File: src/rtl/cz_flag_unit_pkg.sv
// Shared definitions for the CZ flag unit: condition-field encodings and the
// late-Z tracking state.
package cz_flag_unit_pkg;

   // CZ condition field of an instruction
   localparam logic [1:0] COND_ALWAYS = 2'b00;
   localparam logic [1:0] COND_Z      = 2'b01;
   localparam logic [1:0] COND_C      = 2'b10;
   localparam logic [1:0] COND_RSVD   = 2'b11;

   // IDLE: z_flag is up to date. ZPEND: an older load still owes its Z value.
   typedef enum logic [0:0] {
      IDLE  = 1'b0,
      ZPEND = 1'b1
   } cz_state_e;

endpackage

File: src/rtl/cz_cond_eval.sv
// Combinational evaluation of an instruction's CZ condition field against the
// architectural flags.
module cz_cond_eval
   import cz_flag_unit_pkg::*;
(
   input  logic [1:0] cond,
   input  logic       c_flag,
   input  logic       z_flag,
   output logic       met,
   output logic       illegal
);

   // Decode the condition; the reserved encoding never executes
   always_comb begin
      met     = 1'b0;
      illegal = 1'b0;
      unique case (cond)
         COND_ALWAYS: met = 1'b1;
         COND_C:      met = c_flag;
         COND_Z:      met = z_flag;
         COND_RSVD:   illegal = 1'b1;
         default:     met = 1'b0;
      endcase
   end

endmodule

File: src/rtl/cz_flag_unit.sv
// EX/MEM boundary register with architectural C/Z flags. Failed conditions
// become no-write slots; Z-conditional instructions are held while a load's
// Z value is still outstanding.
module cz_flag_unit
   import cz_flag_unit_pkg::*;
#(
   parameter int unsigned DW = 16,
   parameter int unsigned RW = 3
) (
   input  logic          clk,
   input  logic          rst,
   input  logic          in_valid,
   input  logic [1:0]    cond,
   input  logic          set_c,
   input  logic          set_z,
   input  logic          is_load,
   input  logic [DW-1:0] alu_out,
   input  logic          alu_zero,
   input  logic          alu_carry,
   input  logic [RW-1:0] rd,
   input  logic          wr_en_in,
   input  logic          stall,
   input  logic          flush,
   input  logic          mem_z_valid,
   input  logic          mem_z,
   output logic          out_valid,
   output logic [DW-1:0] out_data,
   output logic [RW-1:0] out_rd,
   output logic          out_wr_en,
   output logic          exec_taken,
   output logic          c_flag,
   output logic          z_flag,
   output logic          hold_req,
   output logic          illegal
);

   cz_state_e     state_q, state_d;
   logic          out_valid_q, out_valid_d;
   logic [DW-1:0] out_data_q, out_data_d;
   logic [RW-1:0] out_rd_q, out_rd_d;
   logic          out_wr_en_q, out_wr_en_d;
   logic          exec_taken_q, exec_taken_d;
   logic          illegal_q, illegal_d;
   logic          c_flag_q, c_flag_d;
   logic          z_flag_q, z_flag_d;

   logic          met;
   logic          cond_illegal;
   logic          capture;
   logic          exec_cap;

   cz_cond_eval u_cond_eval (
      .cond    (cond),
      .c_flag  (c_flag_q),
      .z_flag  (z_flag_q),
      .met     (met),
      .illegal (cond_illegal)
   );

   // Hold a Z-conditional instruction while the load's Z is unresolved
   always_comb begin
      hold_req = in_valid & (cond == COND_Z) & (state_q == ZPEND) & ~flush;
      capture  = in_valid & ~hold_req & ~stall & ~flush;
      exec_cap = capture & met;
   end

   // Output-slot next state: flush > stall > capture > bubble
   always_comb begin
      out_valid_d  = out_valid_q;
      out_data_d   = out_data_q;
      out_rd_d     = out_rd_q;
      out_wr_en_d  = out_wr_en_q;
      exec_taken_d = exec_taken_q;
      illegal_d    = illegal_q;
      if (flush) begin
         out_valid_d  = 1'b0;
         out_wr_en_d  = 1'b0;
         exec_taken_d = 1'b0;
         illegal_d    = 1'b0;
      end else if (stall) begin
         // freeze the slot
      end else if (capture) begin
         out_valid_d  = 1'b1;
         out_data_d   = alu_out;
         out_rd_d     = rd;
         out_wr_en_d  = wr_en_in & met;
         exec_taken_d = met;
         illegal_d    = cond_illegal;
      end else begin
         out_valid_d  = 1'b0;
         out_wr_en_d  = 1'b0;
         exec_taken_d = 1'b0;
         illegal_d    = 1'b0;
      end
   end

   // Flag and late-Z state: the late Z resolves first, a newer executing
   // set_z instruction in the same cycle overrides it
   always_comb begin
      c_flag_d = c_flag_q;
      z_flag_d = z_flag_q;
      state_d  = state_q;
      if ((state_q == ZPEND) && mem_z_valid) begin
         z_flag_d = mem_z;
         state_d  = IDLE;
      end
      if (exec_cap) begin
         if (set_c) begin
            c_flag_d = alu_carry;
         end
         if (set_z) begin
            if (is_load) begin
               state_d = ZPEND;
            end else begin
               z_flag_d = alu_zero;
               state_d  = IDLE;
            end
         end
      end
   end

   // State registers with synchronous reset
   always_ff @(posedge clk) begin
      if (rst) begin
         state_q      <= IDLE;
         out_valid_q  <= 1'b0;
         out_data_q   <= '0;
         out_rd_q     <= '0;
         out_wr_en_q  <= 1'b0;
         exec_taken_q <= 1'b0;
         illegal_q    <= 1'b0;
         c_flag_q     <= 1'b0;
         z_flag_q     <= 1'b0;
      end else begin
         state_q      <= state_d;
         out_valid_q  <= out_valid_d;
         out_data_q   <= out_data_d;
         out_rd_q     <= out_rd_d;
         out_wr_en_q  <= out_wr_en_d;
         exec_taken_q <= exec_taken_d;
         illegal_q    <= illegal_d;
         c_flag_q     <= c_flag_d;
         z_flag_q     <= z_flag_d;
      end
   end

   assign out_valid  = out_valid_q;
   assign out_data   = out_data_q;
   assign out_rd     = out_rd_q;
   assign out_wr_en  = out_wr_en_q;
   assign exec_taken = exec_taken_q;
   assign illegal    = illegal_q;
   assign c_flag     = c_flag_q;
   assign z_flag     = z_flag_q;

endmodule
File: config.mk
export PLATFORM = sky130hd
export DESIGN_NAME = cz_flag_unit
export DESIGN_NICKNAME = d
export VERILOG_FILES = /design/src/rtl/cz_flag_unit_pkg.sv /design/src/rtl/cz_cond_eval.sv /design/src/rtl/cz_flag_unit.sv
export SDC_FILE = /design/constraint.sdc
export NUM_CORES = 1
export LEC_CHECK = 0
export CAP_MARGIN = 20
export CORE_MARGIN = 10
export CORE_UTILIZATION = 36
export DETAILED_ROUTE_END_ITERATION = 10
export GPL_TIMING_DRIVEN = 0
export PLACE_DENSITY = 0.77
export SLEW_MARGIN = 20
export SYNTH_ARGS = -nofsm -noshare
export SYNTH_HDL_FRONTEND = slang
export SYNTH_SLANG_ARGS = --single-unit
File: constraint.sdc
create_clock -name clk -period 1.65 [get_ports clk]
set_clock_uncertainty 0.1 [all_clocks]
set_input_delay 0.33 -clock clk [delete_from_list [all_inputs] [get_ports clk]]
set_output_delay 0.33 -clock clk [all_outputs]
set_load 0.1 [all_outputs]
==> reports/qor.csv, run 1 <==
stage,metric,value,unit
die,IO Pins,60,
synthesis,cell taking the most area after synthesis,dfxtp_1,
synthesis,synthesized instance count,121,
route,1st-iter DRT viols,42,
setup_path,crit path max fanout,4,
die,Die Height,73.09,um
route,Via density,4.849,
setup_path,CP peak stage delay,0.27,ns
setup_path,WP data arrival,1.21,ns
setup_path,Critical Path RT,1.22,ns
synthesis,fraction of registers with async set/reset,0,%
power_and_ir_drop,Seq pwr share,52.0,%
sta,max-slew violation count,0,
cells_and_area,cell area after layout,1608,um^2
cells_and_area,area grow syn2layout,58.45,%
route,number of remaining DRC errors,0,
grt,initial antenna violation count,0,
route,vias post-DR,1057,
setup_path,CP startpoint,cond[1],
setup_path,Reg-to-Reg End,z_flag,
power_and_ir_drop,switching power,369.0,uW
grt,vias in the first global route,1082,
placement,HPWL after DPL,2.603,mm
route,router iterations before antenna repair,4,
cells_and_area,"commonest non-fill, non-tap cells in the layout","nand2_1, clkdlybuf4s50_1, buf_2, dfxtp_1, a21oi_1",
cells_and_area,layout cell share with drive strength beyond 1,23.53,%
synthesis,Most used DFF post-synth,dfxtp_1,
route,WL final,3.199,mm
power_and_ir_drop,Leak,0.6953,nW
sta,part of the cycle the worst path needs,99.66,%
setup_path,Reg2Reg Setup Slack,0.09,ns
synthesis,share of the synthesized area in the top cell type,51.29,%
grt,first-pass GRT wire length,5.188,mm
cells_and_area,area of the multi-input gates,465.4,um^2
setup_path,Crit. End Element,output port,
grt,gr usage total,11.69,%
setup_path,worst r2r src,state_q,
sta,Final Hold Fails,0,
placement,dpl cell area,1659,um^2
power_and_ir_drop,pwr/cell area,775.6,nW/um^2
synthesis,fraction of the yosys area taken by sequential cells,51.29,%
clocking,hold buffer count at cts,0,
power_and_ir_drop,switch share,29.59,%
synthesis,ranking of synthesized cells by area,"dfxtp_1, nand2_1, a21oi_1, mux2i_1, nand2b_1",
clocking,H-Tree Level Count,1,
power_and_ir_drop,Clk pwr share,25.0,%
grt,gr ovfl total,0,
clocking,Longest Clk Path Bufs,2,
cells_and_area,# diodes,0,
placement,IO Port Bufs,59,
cells_and_area,"most common cell after layout, fill and taps aside",nand2_1,
synthesis,Syn Area/Cell,8.386,um^2
cells_and_area,sequential cell area,529.3,um^2
synthesis,post-synthesis instance area,1015,um^2
synthesis,Yosys warnings,0,
die,Die W,73.09,um
power_and_ir_drop,internal power,877.9,uW
cells_and_area,Post-layout nets,222,
die,Initial Util,37.12,%
sta,Worst Tran Pin Value,0.5055,ns
grt,largest net degree at the start of global routing,15,
status,status,"finished, final reports clean",
sta,Setup-failing EPs final,0,
setup_path,Setup crit end,hold_req,
synthesis,Post-Syn Nets,155,
die,die area,5342,um^2
min_path,HP Class,input port to flop,
setup_path,Worst path slowest cell,and3b_2,
clocking,Clock transition at path regs,0.13,ns
sta,RSZ-0062 raised after global routing,true,
synthesis,#FFs+latches synth,26,
cells_and_area,Layout fillers,278,
route,WL per Instance,14.67,um
power_and_ir_drop,Logic pwr share,22.9,%
power_and_ir_drop,IR Drop Worst-Case VDD,516.8,uV
die,Core ar.,2734,um^2
clocking,TritonCTS clock tree,done,
synthesis,Cell variety after synth,20,
clocking,Root Buffer Master,clkbuf_4,
clocking,CTS buffer count,3,
clocking,TritonCTS sink count,26,
sta,Rel. slew slack,66.53,%
placement,Placer Congestion,0.7307,
setup_path,Crit Path Class,input port to output port,
setup_path,crit path cell chain,"dlygate4sd2_1, and3b_2, nor2b_4, buf_12",
sta,Max Freq,0.6081,GHz
clocking,clk_lat worst skew,0.31,ns
setup_path,launching element type of the critical path,input port,
die,Site Rows,19,
sta,Sum Neg Setup Slack,0,ns
route,Post-DRT Antenna Nets,0,
sta,minimum clock period,1.644,ns
setup_path,r2r worst-path depth,5,
flow_run,Max Cap Viol,0,
synthesis,Post-synth EDFFs,0,
per-stage QoR:
step,total power [mW],std cells,utilization [%],hold WS [ns],setup slack [ns]
after floorplan,0.8350,121,-,0.3093,0.07426
final,1.247,218,58.81,0.3323,0.005544
after global placement,0.9616,211,60.69,0.3412,-1.177
after detailed placement,0.9663,211,60.69,0.3483,-1.193
after CTS,1.265,217,58.99,0.3150,-0.004348
after global routing,1.308,218,58.81,0.3431,-0.04398
sequential cells by signal, indices dropped and copies added (netlist names):
signal      cells
out_data       16
out_rd          3
c_flag          1
exec_taken      1
illegal         1
out_valid       1
out_wr_en       1
state_q         1
z_flag          1
cell usage after synthesis, types with 2 or more instances:
| master | number |
|---|---|
| a21oi_1 | 21 |
| dfxtp_1 | 26 |
| nor2_1 | 2 |
| nor2b_1 | 3 |
| nand3_1 | 2 |
| buf_2 | 3 |
| a32oi_1 | 2 |
| nor3_1 | 4 |
| mux2i_1 | 3 |
| nand2b_1 | 4 |
| nand2_1 | 40 |
| clkbuf_1 | 3 |
worst min-delay path by stage:
stage / startpoint / end / slack (ns) / cells after the start
finish: flush / out_valid / 0.33 / 2
global placement: out_data[9] / out_data[9] / 0.34 / 2
CTS: flush / out_valid / 0.32 / 2
global route: flush / exec_taken / 0.34 / 2
detailed placement: out_data[9] / out_data[9] / 0.35 / 2
floorplan: flush / exec_taken / 0.31 / 1
routing by layer:
| layer | share of wire (%) | GRT usage, % | wire (um) | vias up |
|---|---|---|---|---|
| met4 | 0.38 | 2.532 | 12 | 0 |
| met2 | 51 | 21.39 | 1645 | 40 |
| met1 | 36 | 11.54 | 1154 | 481 |
| met5 | 0 | 0 | 0 | - |
| met3 | 12 | 5.578 | 386 | 2 |
| li1 | - | - | - | 534 |
cells by family after synthesis:
family,after synthesis,synth area share (%)
AND/OR/NAND/NOR,60,28.11
multiplexers,4,4.069
flip-flops,26,51.29
buffers and inverters,7,3.699
AO/OA/AOI/OAI,24,12.82
power by group through the flow:
stage | registers [mW] | clock network [mW] | logic [mW]
2_1_floorplan | 0.781 | 0 | 0.0540
3_3_place_gp | 0.663 | 0 | 0.299
3_5_place_dp | 0.664 | 0 | 0.303
4_1_cts | 0.649 | 0.327 | 0.289
5_1_grt | 0.651 | 0.353 | 0.304
6_report | 0.649 | 0.312 | 0.286
critical path, delay by kind of cell:
family | cells | cell delay [ns]
and+or+nand+nor | 2 | 0.44
buffers and inverters | 2 | 0.44
area by class of cell:
type	instances	area share (%)
sequential	26	32.92
timing repair buffer	62	30.82
multi-input combinational	88	28.95
buffer	7	2.646
tap	31	2.412
clock buffer	4	2.257
what timing repair did:
item	4_1_cts	5_1_grt
gates resized for setup	136	9
pin swaps	2	1
setup buffers	2	1
endpoints found under the hold margin	0	0
cloned	0	0
setup endpoints to repair	47	23
Power figures use the tool's default switching activity.
==> run 2: changes to the inputs <==
Settings changed: CORE_UTILIZATION 36 to 37, PLACE_DENSITY 0.77 to 0.78, SYNTH_HIERARCHICAL from default to 1.
==> run 2 against run 1 <==
Against the previous run: the run now ends with negative setup slack left; largest power group unchanged; register-to-register slack better by 0.03 ns; synthesized cell count is 5.0% higher; die area is 2.2% higher; critical path type is now flop to output port; area after synthesis up 5.9%; combinational power about the same.
==> reports/qor.csv, run 2 <==
stage,metric,value,unit
status,status,"complete, but fails checks",
status,failing checks,negative setup slack,
route,WL final,3.628,mm
synthesis,Syn Area/Cell,8.463,um^2
setup_path,Crit. End Element,output port,
sta,Rel. slew slack,66.71,%
grt,largest net degree at the start of global routing,16,
die,IO Pins,60,
die,Die W,73.90,um
synthesis,fraction of registers with async set/reset,0,%
clocking,Clock transition at path regs,0.14,ns
placement,IO Port Bufs,59,
synthesis,cell taking the most area after synthesis,dfxtp_1,
sta,Final Hold Fails,0,
sta,max-slew violation count,0,
die,die area,5460,um^2
setup_path,crit path max fanout,2,
sta,post-route worst setup slack,-0.1350,ns
clocking,hold buffer count at cts,0,
die,Site Rows,19,
clocking,TritonCTS sink count,26,
flow_run,Max Cap Viol,0,
cells_and_area,final core occ,61.39,%
cells_and_area,"commonest non-fill, non-tap cells in the layout","clkdlybuf4s50_1, buf_2, dfxtp_1, a21oi_1, nand3_1",
route,Post-DRT Antenna Nets,0,
clocking,TritonCTS clock tree,done,
setup_path,Reg2Reg Setup Slack,0.12,ns
setup_path,Critical Path RT,1.22,ns
grt,gr ovfl total,0,
sta,minimum clock period,1.785,ns
synthesis,Cell variety after synth,26,
setup_path,CP startpoint,state_q,
synthesis,post-synthesis instance area,1075,um^2
clocking,Longest Clk Path Bufs,2,
power_and_ir_drop,IR Drop Worst-Case VDD,574.7,uV
die,Initial Util,38.97,%
synthesis,Post-Syn Nets,161,
synthesis,post-synthesis mux area share,1.863,%
route,router iterations before antenna repair,4,
setup_path,Crit Path Class,flop to output port,
setup_path,WP data arrival,1.35,ns
grt,first-pass GRT wire length,5.823,mm
cells_and_area,max reg flops,16,
synthesis,Post-synth EDFFs,0,
cells_and_area,area grow syn2layout,57.51,%
setup_path,worst r2r src,z_flag,
route,Via density,5.406,
route,vias post-DR,1211,
sta,part of the cycle the worst path needs,108.2,%
power_and_ir_drop,pwr/cell area,771.9,nW/um^2
cells_and_area,Post-layout nets,228,
sta,Max Freq,0.5602,GHz
synthesis,Yosys warnings,6,
setup_path,Reg-to-Reg End,c_flag,
placement,Placer Congestion,0.7938,
sta,Setup-failing EPs final,1,
synthesis,post-synthesis xor/xnor area fraction,0,%
sta,RSZ-0062 raised after global routing,true,
route,1st-iter DRT viols,87,
grt,vias in the first global route,1225,
min_path,HP Class,flop to flop,
setup_path,Setup crit end,hold_req,
synthesis,Synth Area in Adders,0,%
cells_and_area,"most common cell after layout, fill and taps aside",clkdlybuf4s50_1,
synthesis,largest family of logic cells by synthesized area,compound AO/OA/AOI/OAI gates,
synthesis,ranking of synthesized cells by area,"dfxtp_1, a21oi_1, nand3_1, o21ai_0, clkbuf_1",
clocking,CTS buffer count,3,
setup_path,r2r worst-path depth,5,
sta,Worst Tran Pin Value,0.5027,ns
synthesis,share of the synthesized area in the top cell type,48.43,%
power_and_ir_drop,Leak,0.6893,nW
grt,initial antenna violation count,0,
clocking,H-Tree Level Count,1,
synthesis,synthesized instance count,127,
clocking,clk_lat worst skew,0.31,ns
clocking,Root Buffer Master,clkbuf_4,
synthesis,#FFs+latches synth,26,
synthesis,fraction of the yosys area taken by sequential cells,48.43,%
cells_and_area,layout cell share with drive strength beyond 1,25.39,%
placement,Place WS,-1.485,ns
synthesis,Compound-Gate Fraction of Synth Area,23.17,%
die,Die Height,73.90,um
synthesis,synth cell count leaders,"dfxtp_1, a21oi_1, nand3_1, o21ai_0, clkbuf_1",
die,Core ar.,2758,um^2
route,number of remaining DRC errors,0,
synthesis,cell with the most instances after synthesis,dfxtp_1,
grt,gr usage total,13.19,%
setup_path,launching element type of the critical path,flop,
route,WL per Instance,16.20,um
sta,Hold Slack,0.3728,ns
synthesis,simple-gate area share of the yosys netlist,22.82,%
cells_and_area,# diodes,0,
synthesis,Most used DFF post-synth,dfxtp_1,
placement,HPWL after DPL,2.841,mm
## run 2: cell count changes after synthesis, sizes merged, moves of 3 or more
cell / before / now
nand2: 40 / 4
o21ai: 0 / 19
nand3: 2 / 19
clkbuf: 3 / 8
nor3: 5 / 0
nand2b: 5 / 2
## run 2: worst max-delay path, cell delays in order, from the launching register on
cell	delay (ns)
dfxtp_2	0.36
nand3b_1	0.11
clkbuf_8	0.16
nor3b_4	0.20
buf_12	0.20
## run 2: through the flow
step / TNS, ns / power [mW] / cell area [um^2] / cells
floorplan: -0.3981 / 0.8329 / 1104 / 127
global placement: -18.88 / 0.9619 / 1733 / 217
detailed placement: -20.18 / 0.9661 / 1733 / 217
CTS: -0.1467 / 1.319 / 1707 / 224
global route: -0.2154 / 1.367 / 1693 / 224
finish: -0.1350 / 1.307 / 1693 / 224
## run 2: per-layer routing
| metal | up-vias | track usage [%] | share of wire (%) |
|---|---|---|---|
| li1 | 597 | - | - |
| met4 | 0 | 3.106 | 0.25 |
| met5 | - | 0 | 0 |
| met3 | 2 | 7.806 | 12 |
| met2 | 42 | 21.12 | 46 |
| met1 | 570 | 14.60 | 42 |
## run 2: how the worst min path moves through the flow
stage | start | to | slack, ns | cells after the start
floorplan | rst | z_flag | 0.29 | 1
global placement | out_wr_en | out_wr_en | 0.35 | 2
detailed placement | out_wr_en | out_wr_en | 0.36 | 2
CTS | stall | out_wr_en | 0.37 | 3
global route | stall | out_wr_en | 0.35 | 3
finish | out_wr_en | out_wr_en | 0.37 | 2
## run 2: power by group
part / internal, mW / switching, mW / leakage (nW)
registers: 0.641 / 0.00723 / 0.213
clock network: 0.185 / 0.187 / 0.0261
logic: 0.102 / 0.184 / 0.450
total: 0.928 / 0.379 / 0.689
## run 2: layout make-up
| type | instances | area, um^2 |
|---|---|---|
| Fill cell | 268 | 1065 |
| Multi-Input combinational cell | 91 | 530.5 |
| Clock buffer | 4 | 47.55 |
| Timing Repair Buffer | 62 | 493.0 |
| Sequential cell | 26 | 529.3 |
| Buffer | 10 | 53.80 |
| Tap cell | 31 | 38.79 |
## run 2: kinds of logic (layout without fill, tap and decap cells)
kind of cell    after synthesis  count (layout)
buf+inv                      10              76
mux                           2               2
simple gates                 43              43
compound gates               46              46
flops                        26              26
## run 2: what timing repair did
| item | in CTS | in global routing |
|---|---|---|
| endpoints found under the setup margin | 49 | 11 |
| buffers inserted | 3 | 0 |
| gates resized for setup | 142 | 5 |
==> run 3: changes to the inputs <==
Settings changed: CORE_ASPECT_RATIO from default to 0.7.
==> run 3 against run 2 <==
Against the previous run: the flow still finishes with violations (negative setup slack); worst setup slack better by 0.011 ns; global-route usage is 0.31 points higher; fmax is 0.60% higher; cell count is 2.2% higher; utilization is 4.5 points higher; clock power is 28% higher; clock-buffer cell count stayed put; combinational power is 4% higher; die area is 0.64% higher; critical path depth stayed put; sequential cell count stayed put; critical path type unchanged; largest cell class unchanged.
==> reports/qor.csv, run 3 (same netlist as run 2, synthesis figures left out) <==
stage,metric,value,unit
status,status,"complete, but fails checks",
status,failing checks,negative setup slack,
placement,Placer Congestion,0.7932,
die,Initial Util,38.62,%
setup_path,launching element type of the critical path,flop,
clocking,Root Buffer Master,clkbuf_8,
setup_path,Crit Path Class,flop to output port,
cells_and_area,layout cell share with drive strength beyond 1,25.39,%
cells_and_area,max reg flops,16,
cells_and_area,"commonest non-fill, non-tap cells in the layout","clkdlybuf4s50_1, dfxtp_1, a21oi_1, nand3_1, o21ai_0",
route,vias post-DR,1207,
grt,vias in the first global route,1285,
sta,Final Hold Fails,0,
clocking,CTS buffer count,3,
cells_and_area,Layout fillers,233,
die,Core ar.,2783,um^2
cells_and_area,"non-filler cells, final",229,
sta,part of the cycle the worst path needs,107.5,%
min_path,HP Class,flop to flop,
sta,Setup-failing EPs final,1,
setup_path,Worst path slowest cell,dfxtp_2,
cells_and_area,# diodes,0,
die,Site Rows,16,
power_and_ir_drop,switching power,405.7,uW
setup_path,crit path cell chain,"nand3b_1, clkbuf_8, nor3b_4, buf_12",
sta,minimum clock period,1.774,ns
clocking,Clock transition at path regs,0.09,ns
setup_path,Critical Path RT,1.22,ns
route,WL per Instance,16.64,um
clocking,TritonCTS sink count,26,
grt,gr ovfl total,0,
die,Die W,84.42,um
clocking,H-Tree Level Count,1,
route,Via density,5.271,
route,WL final,3.810,mm
setup_path,crit path max fanout,2,
setup_path,CP peak stage delay,0.34,ns
placement,Place WS,-1.515,ns
route,number of remaining DRC errors,0,
cells_and_area,area grow syn2layout,70.55,%
sta,Rel. slew slack,63.13,%
power_and_ir_drop,Leak,0.6626,nW
cells_and_area,Post-layout nets,228,
power_and_ir_drop,pwr/cell area,775.0,nW/um^2
placement,placed instance count,222,
grt,first-pass GRT wire length,6.285,mm
power_and_ir_drop,Seq pwr share,45.7,%
power_and_ir_drop,Logic pwr share,20.8,%
grt,gr usage total,13.50,%
die,IO Pins,60,
power_and_ir_drop,Clk pwr share,33.5,%
route,1st-iter DRT viols,63,
sta,Max Freq,0.5636,GHz
clocking,clk_lat worst skew,0.27,ns
power_and_ir_drop,switch share,28.56,%
sta,Sum Neg Setup Slack,-0.1243,ns
power_and_ir_drop,IR Drop Worst-Case VDD,653.5,uV
sta,max-slew violation count,0,
cells_and_area,final core occ,65.87,%
cells_and_area,"most common cell after layout, fill and taps aside",clkdlybuf4s50_1,
die,Die Height,65.10,um
route,Post-DRT Antenna Nets,0,
die,die area,5495,um^2
grt,initial antenna violation count,0,
setup_path,Crit. End Element,output port,
grt,largest net degree at the start of global routing,16,
flow_run,Max Cap Viol,0,
placement,IO Port Bufs,59,
placement,HPWL after DPL,2.906,mm
power_and_ir_drop,internal power,1.015,mW
clocking,Longest Clk Path Bufs,2,
route,router iterations before antenna repair,4,
sta,RSZ-0062 raised after global routing,true,
sta,post-route worst setup slack,-0.1243,ns
sta,Worst Tran Pin Value,0.5556,ns
clocking,TritonCTS clock tree,done,
setup_path,WP data arrival,1.34,ns
[run 3: per-layer routing]
layer	vias to the layer above	track usage, %	share of wire [%]
met4	0	3.074	1.0
met2	40	22.25	45
met1	567	15.61	46
li1	596	-	-
met3	4	6.527	8.4
met5	-	0	0
[run 3: path summary, 6_finish.rpt]
path	start	to	slack, ns	cells past startpoint
worst max-delay path	state_q	hold_req	-0.12	4
worst min-delay path	out_wr_en	out_wr_en	0.37	2
worst max register to register	z_flag	c_flag	0.09	5
worst min register to register	out_wr_en	out_wr_en	0.37	2
[run 3: through the flow]
step | power [mW] | area, um^2 | hold WS [ns]
2_1_floorplan | 0.8329 | 1104 | 0.2930
3_3_place_gp | 0.9621 | 1739 | 0.3481
3_5_place_dp | 0.9676 | 1739 | 0.3605
4_1_cts | 1.429 | 1863 | 0.3747
5_1_grt | 1.474 | 1833 | 0.3923
6_report | 1.421 | 1833 | 0.3739
[run 3: timing repair]
item | 4_1_cts | 5_1_grt
pin swaps | 1 | 2
endpoints found under the setup margin | 52 | 16
hold buffers | 0 | 0
setup buffers | 2 | 1
gates resized for setup | 94 | 21
[run 3: layout make-up]
cell class	instances	area, um^2	share of cell area [%]
Multi-Input combinational cell	91	530.5	28.94
Clock buffer	4	66.31	3.618
Sequential cell	26	529.3	28.87
Tap cell	36	45.04	2.457
Timing Repair Buffer	62	609.3	33.24
Buffer	10	52.55	2.867
[run 3: worst max-delay path: cells and delay by family (launching register included)]
| kind | cells | cell delay (ns) |
|---|---|---|
| AND/OR/NAND/NOR | 2 | 0.35 |
| buffers and inverters | 2 | 0.38 |
| flip-flops | 1 | 0.34 |
[run 3: power groups by stage]
stage / Combinational, mW / Sequential (mW) / Clock (mW)
floorplan: 0.0519 / 0.781 / 0
global placement: 0.300 / 0.662 / 0
detailed placement: 0.304 / 0.663 / 0
CTS: 0.298 / 0.649 / 0.482
global route: 0.311 / 0.651 / 0.511
finish: 0.295 / 0.649 / 0.477
